`src/rtl/herculesae_sha256_pkg.sv`:
```
`default_nettype none
// ============================================================================
// herculesae_sha256_pkg : shared types and sigma functions for the SHA-256
//                         message-schedule engine
// Rev 1.0
// ============================================================================
package herculesae_sha256_pkg;

  localparam int SHA256_MAX_ROUNDS = 64;

  typedef logic [31:0] sha_word_t;

  typedef enum logic [0:0] {
    IDLE = 1'b0,
    RUN  = 1'b1
  } wsched_state_t;

  function automatic sha_word_t sha256_sigma0(input sha_word_t x);
    return {x[6:0], x[31:7]} ^ {x[17:0], x[31:18]} ^ {3'b000, x[31:3]};
  endfunction

  function automatic sha_word_t sha256_sigma1(input sha_word_t x);
    return {x[16:0], x[31:17]} ^ {x[18:0], x[31:19]} ^ {10'b0, x[31:10]};
  endfunction

endpackage
`default_nettype wire

```
`src/rtl/herculesae_vx_sha256_wsum.sv`:
```
`default_nettype none
// ============================================================================
// herculesae_vx_sha256_wsum : combinational W[t+16] sum,
//                             sigma1(w14) + w9 + sigma0(w1) + w0 mod 2^32
// Rev 1.0
// ============================================================================
module herculesae_vx_sha256_wsum
  import herculesae_sha256_pkg::*;
(
  input  sha_word_t w0_i,
  input  sha_word_t w1_i,
  input  sha_word_t w9_i,
  input  sha_word_t w14_i,
  output sha_word_t sum_o
);

  sha_word_t s0_w;
  sha_word_t s1_w;
  sha_word_t csa_a_sum_w;
  sha_word_t csa_a_cy_w;
  sha_word_t csa_b_sum_w;
  sha_word_t csa_b_cy_w;
  sha_word_t maj_a_w;
  sha_word_t maj_b_w;

  assign s0_w = sha256_sigma0(w1_i);
  assign s1_w = sha256_sigma1(w14_i);

  // Two carry-save layers reduce four operands to two; carries out of bit 31 drop (mod 2^32).
  assign csa_a_sum_w = s1_w ^ w9_i ^ s0_w;
  assign maj_a_w     = (s1_w & w9_i) | (s1_w & s0_w) | (w9_i & s0_w);
  assign csa_a_cy_w  = {maj_a_w[30:0], 1'b0};

  assign csa_b_sum_w = csa_a_sum_w ^ csa_a_cy_w ^ w0_i;
  assign maj_b_w     = (csa_a_sum_w & csa_a_cy_w) | (csa_a_sum_w & w0_i) | (csa_a_cy_w & w0_i);
  assign csa_b_cy_w  = {maj_b_w[30:0], 1'b0};

  assign sum_o = csa_b_sum_w + csa_b_cy_w;

endmodule
`default_nettype wire

```
`src/rtl/herculesae_vx_sha256_wsched.sv`:
```
`default_nettype none
// ============================================================================
// herculesae_vx_sha256_wsched : iterative SHA-256 message schedule, streams
//                               W[0..ROUNDS-1] over a valid/ready port
// Rev 1.0
// ============================================================================
module herculesae_vx_sha256_wsched
  import herculesae_sha256_pkg::*;
#(
  parameter int ROUNDS = SHA256_MAX_ROUNDS
) (
  input  logic         clk,
  input  logic         reset_n,
  input  logic         load_valid_i,
  output logic         load_ready_o,
  input  logic [511:0] load_data_i,
  input  logic         flush_i,
  output logic         w_valid_o,
  input  logic         w_ready_i,
  output logic [31:0]  w_data_o,
  output logic [5:0]   w_idx_o,
  output logic         w_last_o,
  output logic         busy_o
);

  localparam logic [5:0] LAST_IDX = 6'(ROUNDS - 1);

  wsched_state_t state_q;
  logic [5:0]    t_q;
  logic          load_ready_q;
  logic          w_valid_q;
  logic          w_last_q;
  logic          busy_q;

  sha_word_t     win_q [16];
  sha_word_t     win_d [16];
  logic          win_en;
  sha_word_t     wnext;
  logic          load_hs;
  logic          accept;

  assign load_hs = (state_q == IDLE) & load_valid_i;
  // A beat coinciding with flush is treated as never accepted.
  assign accept  = (state_q == RUN) & w_ready_i & ~flush_i;

  herculesae_vx_sha256_wsum u_wsum (
    .w0_i  (win_q[0]),
    .w1_i  (win_q[1]),
    .w9_i  (win_q[9]),
    .w14_i (win_q[14]),
    .sum_o (wnext)
  );

  always_ff @(posedge clk or negedge reset_n) begin
    if (!reset_n) begin
      state_q      <= IDLE;
      t_q          <= 6'd0;
      load_ready_q <= 1'b1;
      w_valid_q    <= 1'b0;
      w_last_q     <= 1'b0;
      busy_q       <= 1'b0;
    end else begin
      case (state_q)
        IDLE: begin
          if (load_valid_i) begin
            state_q      <= RUN;
            t_q          <= 6'd0;
            load_ready_q <= 1'b0;
            w_valid_q    <= 1'b1;
            w_last_q     <= 1'b0;
            busy_q       <= 1'b1;
          end
        end
        RUN: begin
          if (flush_i || (w_ready_i && w_last_q)) begin
            state_q      <= IDLE;
            t_q          <= 6'd0;
            load_ready_q <= 1'b1;
            w_valid_q    <= 1'b0;
            w_last_q     <= 1'b0;
            busy_q       <= 1'b0;
          end else if (w_ready_i) begin
            t_q      <= t_q + 6'd1;
            w_last_q <= ((t_q + 6'd1) == LAST_IDX);
          end
        end
        default: state_q <= IDLE;
      endcase
    end
  end

  always_comb begin
    win_en = 1'b0;
    for (int i = 0; i < 16; i++) win_d[i] = win_q[i];
    if (load_hs) begin
      win_en = 1'b1;
      for (int i = 0; i < 16; i++) win_d[i] = load_data_i[32*i +: 32];
    end else if (accept) begin
      win_en = 1'b1;
      for (int i = 0; i < 15; i++) win_d[i] = win_q[i+1];
      win_d[15] = wnext;
    end
  end

  always_ff @(posedge clk or negedge reset_n) begin
    if (!reset_n) begin
      for (int i = 0; i < 16; i++) win_q[i] <= '0;
    end else if (win_en) begin
      for (int i = 0; i < 16; i++) win_q[i] <= win_d[i];
    end
  end

  assign load_ready_o = load_ready_q;
  assign w_valid_o    = w_valid_q;
  assign w_data_o     = win_q[0];
  assign w_idx_o      = t_q;
  assign w_last_o     = w_last_q;
  assign busy_o       = busy_q;

  a_valid_hold: assert property (@(posedge clk) disable iff (!reset_n)
    (w_valid_o && !w_ready_i && !flush_i) |=> w_valid_o);

  a_ready_excl: assert property (@(posedge clk) disable iff (!reset_n)
    !(load_ready_o && w_valid_o));

endmodule
`default_nettype wire
```
`config.mk`:
```
export PLATFORM = sky130hd
export DESIGN_NAME = herculesae_vx_sha256_wsched
export DESIGN_NICKNAME = d
export VERILOG_FILES = /design/src/rtl/herculesae_sha256_pkg.sv /design/src/rtl/herculesae_vx_sha256_wsum.sv /design/src/rtl/herculesae_vx_sha256_wsched.sv
export SDC_FILE = /design/constraint.sdc
export NUM_CORES = 2
export LEC_CHECK = 0
export ABC_AREA = 1
export CORE_MARGIN = 2
export CORE_UTILIZATION = 40
export DETAILED_ROUTE_END_ITERATION = 7
export SYNTH_ARGS = -nofsm -noshare
export SYNTH_HDL_FRONTEND = slang
export SYNTH_SLANG_ARGS = --single-unit
```
`constraint.sdc`:
```
create_clock -name clk -period 5.8 [get_ports clk]
set_clock_uncertainty 0.2 [all_clocks]
set_input_delay 1.16 -clock clk [delete_from_list [all_inputs] [get_ports clk]]
set_output_delay 1.16 -clock clk [all_outputs]
set_load 0.01 [all_outputs]
```
After elaboration in Yosys (flattened, before gate mapping)
Cells that the tools add are included.

word-level totals
  register bits after elaboration = 522
  latch bits = 0
  bits in writable memories = 0
  memory bits (read-only) = 0
  output and inout bits = 42
  word-level logic and storage cells = 76
  memories kept = 0

cells by class
  $add $sub $neg = 2
  multipliers = 0
  div/mod/pow operators = 0
  magnitude comparators = 0
  eq/ne operators = 4
  shifts and indexed selects = 0
  mux-type cells = 20
  bitwise logic cells = 23
  reduce and logical (&&, ||, !) cells = 6

operators by type and width
  cell                                                    count
  two-way mux 512 bit                                     2
  XOR 32 bit                                              6
  bitwise AND 31 bit                                      6
  OR 31 bit                                               4
  adder 32 bit                                            1
  XOR 32 x 22 -> 32 bit                                   1
  XOR 32 x 29 -> 32 bit                                   1
  two-way mux 6 bit                                       3
  one-hot mux 6 bit (2 select lines)                      1
  two-way mux 1 bit                                       10
  one-hot mux 1 bit (2 select lines)                      4
  adder 6 x 1 -> 6 bit (second input constant)            1
  equality test 6 bit (second input constant)             1
  AND reduction 2 bit                                     3
  bitwise AND 1 bit                                       3
  inequality test 3 x 2 -> 1 bit (second input constant)  1
  inequality test 2 x 1 -> 1 bit (second input constant)  1
  inequality test 2 bit (second input constant)           1
  inverter 1 bit                                          2
  nonzero test 2 bit                                      1
  logical AND 1 bit                                       1
  logical OR 1 bit                                        1

Longest topological paths before layout
  depth after elaboration = 11
  depth in mapped cells = 21
  gate-level depth less buffers = 20

Hierarchy
From an unflattened synthesis, not the netlist that was laid out.

unflattened totals
  cell total of the unflattened synthesis = 3667
  area total of the unflattened synthesis = 29077.9 sq um

by module, submodules not included
  module                       instances  cells each  area each (sq um)  seq. area each (sq um)
  herculesae_vx_sha256_wsched  1          2891        24054.3            13063.8
  herculesae_vx_sha256_wsum    1          776         5023.6             0.0

Worst setup path after synthesis
Ideal clock, no wire load.

  kind = register -> register
  from = reg win_q[50] (netlist name)
  to = reg win_q[25] (netlist name)
  setup time = 0.116 ns
  arrival time = 3.341 ns
  required time = 5.484 ns
  setup slack = 2.143 ns
  cell stages (with the launch flop) = 21
  buffers on the path = 1
  clock period less this slack = 3.657 ns
  path through = dfrtp_1 clkbuf_1 xnor2_1 xor2_1 inv_1 fa_1 fa_1 ha_1 fa_1 nand3_1 nand3_1 nand2_1 nand2_1 nand2_1 nand2_1 nand2_1 nand2_1 nand2_1 nand3_1 nand2_1 nand2_1

between the ends
  word-level cells in the longest chain between the ends = 11

RTL lines
  what                     line                               text
  start, declared          herculesae_vx_sha256_wsched.sv:35  sha_word_t win_q [16];
  XOR 32 bit               herculesae_sha256_pkg.sv:23        return {x[16:0], x[31:17]} ^ {x[18:0], x[31:19]} ^ {10'b0, x[31:10]};
  XOR 32 x 22 -> 32 bit *  herculesae_sha256_pkg.sv:23
  bitwise AND 31 bit       herculesae_vx_sha256_wsum.sv:31    assign maj_a_w = (s1_w & w9_i) | (s1_w & s0_w) | (w9_i & s0_w);
  OR 31 bit (2 in series)  herculesae_vx_sha256_wsum.sv:31
  bitwise AND 31 bit       herculesae_vx_sha256_wsum.sv:35    assign maj_b_w = (csa_a_sum_w & csa_a_cy_w) | (csa_a_sum_w & w0_i) | (csa_a_cy_w & w0_i);
  OR 31 bit (2 in series)  herculesae_vx_sha256_wsum.sv:35
  adder 32 bit *           herculesae_vx_sha256_wsum.sv:38    assign sum_o = csa_b_sum_w + csa_b_cy_w;
  two-way mux 512 bit *    herculesae_vx_sha256_wsched.sv:98  end else if (accept) begin
  two-way mux 512 bit *    herculesae_vx_sha256_wsched.sv:95  if (load_hs) begin

Mark *: on every way between the ends. The rest lies on a longest branch, timed or not. The select of a mux whose other input is x is not followed.
A chain may end at the register's enable or synchronous reset.

Final worst setup path
Same ends and word-level chain as after synthesis.

==> impl_summary.md <==
Run status
The run finished with clean final reports.

Route
The detailed-route wire length per cell is 21.3 um. The total wire length is 108000 um. The routed design uses 5300 um of met3 wire. The remaining antenna violation count is 0. The met2 wirelength from detailed routing is 51400 um. The iteration count of the initial detailed-routing pass is 6. After detailed routing, the wire length on met1 is 47700 um. The first routing iteration left 2264 violations. In the routed layout, each cell is associated on average with a via count of 5.08. After detailed routing, the number of remaining DRC violations is 0. Signal routing reaches up to met5.

The count of vias placed by the detailed router is 25800.

GRT
The total overflow left after global routing is 0. The first global-routing pass estimated 158000 um of wire. The pin count of the biggest net entering global routing is 223. The initial antenna violation count is 17.

The global routing usage summed across all routing layers is 0.283. The via count of the first global-routing pass was 24900.

Cells and area
In the layout the commonest cells are sky130_fd_sc_hd__nand2_1 (1031), sky130_fd_sc_hd__clkdlybuf4s50_1 (557), sky130_fd_sc_hd__dfrtp_1 (521). The count of cells in the finished layout, fillers not included, comes to 5088. The number of nets in the final layout is 4681. In the final layout, the share of cells above drive strength 1 is 0.0326. The finished cells cover 37300 um2.

The relative area change from synthesis to final layout is 27.4%. The most frequent standard cell in the layout excluding fill and tap cells is sky130_fd_sc_hd__nand2_1.

Worst setup path
Data on the critical path arrives at its endpoint at 4.84 ns. The worst-path maximum fanout is 5. STA puts the critical path data required time at 6.11 ns. The worst setup path is launched from a register.

The worst-case register-to-register setup slack is 1.27 ns. The endpoint class of the critical path is a register. By startpoint and endpoint, the worst setup path is classified as register to register.

STA
At the pin with the least slew margin, the transition time is 1.12 ns. The worst relative slew slack is 0.252. The final hold violation count is 0.

Timing would allow up to 221 MHz. Of the available clock period, the critical path in the final layout requires 0.781. Setup repair after global routing left no endpoint under its margin.

The slack of the critical path is 1.27 ns. Setup total negative slack on the finished layout was measured at 0 ns. The final max-slew violation count is 0. The smallest clock period supported by the final layout is computed as 4.53 ns. Setup violations remaining at the end of the flow were counted as 0.

Clock tree
For the worst-skew pair, the clock arrives at the later sink with an insertion delay of 0.64 ns. In this run the clock root is driven by a sky130_fd_sc_hd__clkbuf_16. Buffers added to address setup during post-CTS repair amount to 0. The total clock sinks is 522. The largest buffer count on any clock path is 3. The clock tree synthesis step divided the H-tree into 2 levels. The number of buffers created by CTS is 59. The CTS tree is done. The total of hold buffers inserted after clock tree synthesis is 0. After clock tree synthesis, the clock-pin slew on the worst setup and hold paths is 0.06 ns. After clock tree synthesis, the repair step resized 0 gates.

Yosys
After synthesis the netlist holds a flip-flop and latch count of 522. The total standard cell area after synthesis is 29300 um2. Counting every instance in the synthesized netlist gives 3700. The number of warnings printed during yosys synthesis is 0. Dividing the synthesized area by the synthesized cell count gives 7.91 um2. The share of the Yosys chip area taken by registers is 0.446. The number of nets handed over by synthesis was 4312. The count of cell types in the netlist is 33.

Flow run
The number of violations of the max-capacitance limit is 0.

Die
The y dimension of the die is 275 um. During I/O placement, the number of pins put on the boundary was 559. The horizontal die dimension is 275 um.

For this configuration, the core starts out at a cell density of 0.403. The die covers 75400 um2. After floorplanning, the core was sized to cover 72700 um2. The count of standard-cell rows is 99.

Placed design
Before CTS, the worst setup slack after placement is 1.34 ns. The estimated wirelength of the detail-placed design is 81700 um. The number of buffers inserted by port buffering is 558. Routability-driven placement finished with a final weighted congestion of 0.971. The number of placed instances, taps included is 4967. Summing all placed instances gives a cell area of 35200 um2.

Worst hold path
The worst hold path belongs to the class register to register.
## cell usage after synthesis
cell	instances	area, um2
sky130_fd_sc_hd__dfrtp_1	521	13000
sky130_fd_sc_hd__o41ai_1	1	8.76
sky130_fd_sc_hd__dfstp_2	1	26.3
sky130_fd_sc_hd__ha_1	33	413
sky130_fd_sc_hd__o21bai_1	1	7.51
sky130_fd_sc_hd__nor2_1	292	1100
sky130_fd_sc_hd__a21o_1	1	7.51
sky130_fd_sc_hd__o21ai_1	76	380
sky130_fd_sc_hd__o21ai_0	195	976
sky130_fd_sc_hd__a31oi_1	260	1630
sky130_fd_sc_hd__nand2_1	1031	3870
sky130_fd_sc_hd__inv_1	479	1800
sky130_fd_sc_hd__buf_2	84	420
sky130_fd_sc_hd__fa_1	62	1240
sky130_fd_sc_hd__a21oi_1	19	95.1
sky130_fd_sc_hd__nor3_1	9	45.0
sky130_fd_sc_hd__and2_1	3	18.8
sky130_fd_sc_hd__inv_2	3	11.3
sky130_fd_sc_hd__a32o_1	1	10.0
sky130_fd_sc_hd__o211ai_1	232	1740
sky130_fd_sc_hd__buf_4	42	315
sky130_fd_sc_hd__buf_6	2	22.5
sky130_fd_sc_hd__buf_1	22	82.6
sky130_fd_sc_hd__xnor2_1	62	543
sky130_fd_sc_hd__o22ai_1	3	18.8
sky130_fd_sc_hd__xor2_1	72	631
sky130_fd_sc_hd__inv_4	1	6.26
sky130_fd_sc_hd__a22oi_1	1	7.51
sky130_fd_sc_hd__clkbuf_1	132	495
sky130_fd_sc_hd__nor2_8	1	20.0
sky130_fd_sc_hd__nand4_1	8	50.1
sky130_fd_sc_hd__nand2_4	1	11.3
sky130_fd_sc_hd__nand3_1	49	245
## final timing paths
check	endpoint	from	cells after the start
setup / recovery	win_q[25]	win_q[50]	19
hold / removal	load_ready_o	load_ready_o	2
setup reg to reg	win_q[25]	win_q[50]	19
hold reg to reg	load_ready_o	load_ready_o	2
max in group asynchronous	win_q[113]	reset_n	2
min in group asynchronous	win_q[380]	reset_n	1
## per-stage QoR
| step | hold slack (ns) | utilization |
|---|---|---|
| 2_1_floorplan | 0.249 | - |
| 3_3_place_gp | 0.260 | 0.484 |
| 3_5_place_dp | 0.265 | 0.484 |
| 4_1_cts | 0.274 | 0.512 |
| 5_1_grt | 0.301 | 0.513 |
| 6_report | 0.275 | 0.513 |
## critical path, cell delays in order, from the launching register on
cell	delay, ns
sky130_fd_sc_hd__dfrtp_1	0.54
sky130_fd_sc_hd__xnor2_1	0.26
sky130_fd_sc_hd__xor2_1	0.21
sky130_fd_sc_hd__inv_1	0.09
sky130_fd_sc_hd__fa_1	0.51
sky130_fd_sc_hd__fa_1	0.43
sky130_fd_sc_hd__ha_1	0.33
sky130_fd_sc_hd__fa_1	0.54
sky130_fd_sc_hd__nand3_1	0.12
sky130_fd_sc_hd__nand3_1	0.27
sky130_fd_sc_hd__nand2_1	0.14
sky130_fd_sc_hd__nand2_1	0.09
sky130_fd_sc_hd__nand2_1	0.07
sky130_fd_sc_hd__nand2_1	0.13
sky130_fd_sc_hd__nand2_1	0.12
sky130_fd_sc_hd__nand2_1	0.05
sky130_fd_sc_hd__nand2_1	0.05
sky130_fd_sc_hd__nand3_1	0.09
sky130_fd_sc_hd__nand2_1	0.11
sky130_fd_sc_hd__nand2_1	0.05
## layout make-up
cell class	count	area [um2]
diodes	15	37.5
flip-flops and latches	522	13100
inverters	483	1830
repair buffers	590	6060
clock inverters	14	221
well taps	959	1200
clock buffers	92	1810
fillers	7182	35400
multi-input cells	2413	13100
## logic make-up after synthesis
| logic type | count (synthesis) | share of synthesized area |
|---|---|---|
| compound gates | 790 | 0.167 |
| xor+xnor | 134 | 0.0401 |
| fa+ha+maj | 95 | 0.0565 |
| buf+inv | 765 | 0.108 |
| flops | 522 | 0.446 |
| simple gates | 1394 | 0.183 |
## flip-flops by register name (all words and copies together), names as in the netlist
signal / flops
state_q: 1
load_ready_o: 1
w_idx_o: 6
busy_o: 1
w_data_o: 32
win_q: 480
w_last_o: 1
## routing by layer
| layer | GRT usage | up-vias |
|---|---|---|
| li1 | - | 12600 |
| met1 | 0.388 | 12300 |
| met2 | 0.456 | 739 |
| met3 | 0.0361 | 165 |
| met4 | 0.110 | 4 |
| met5 | 0 | - |
Power is left out: the tool's default activity adds up to more than one toggle a clock period on the data nets, which glitch-free logic cannot reach.
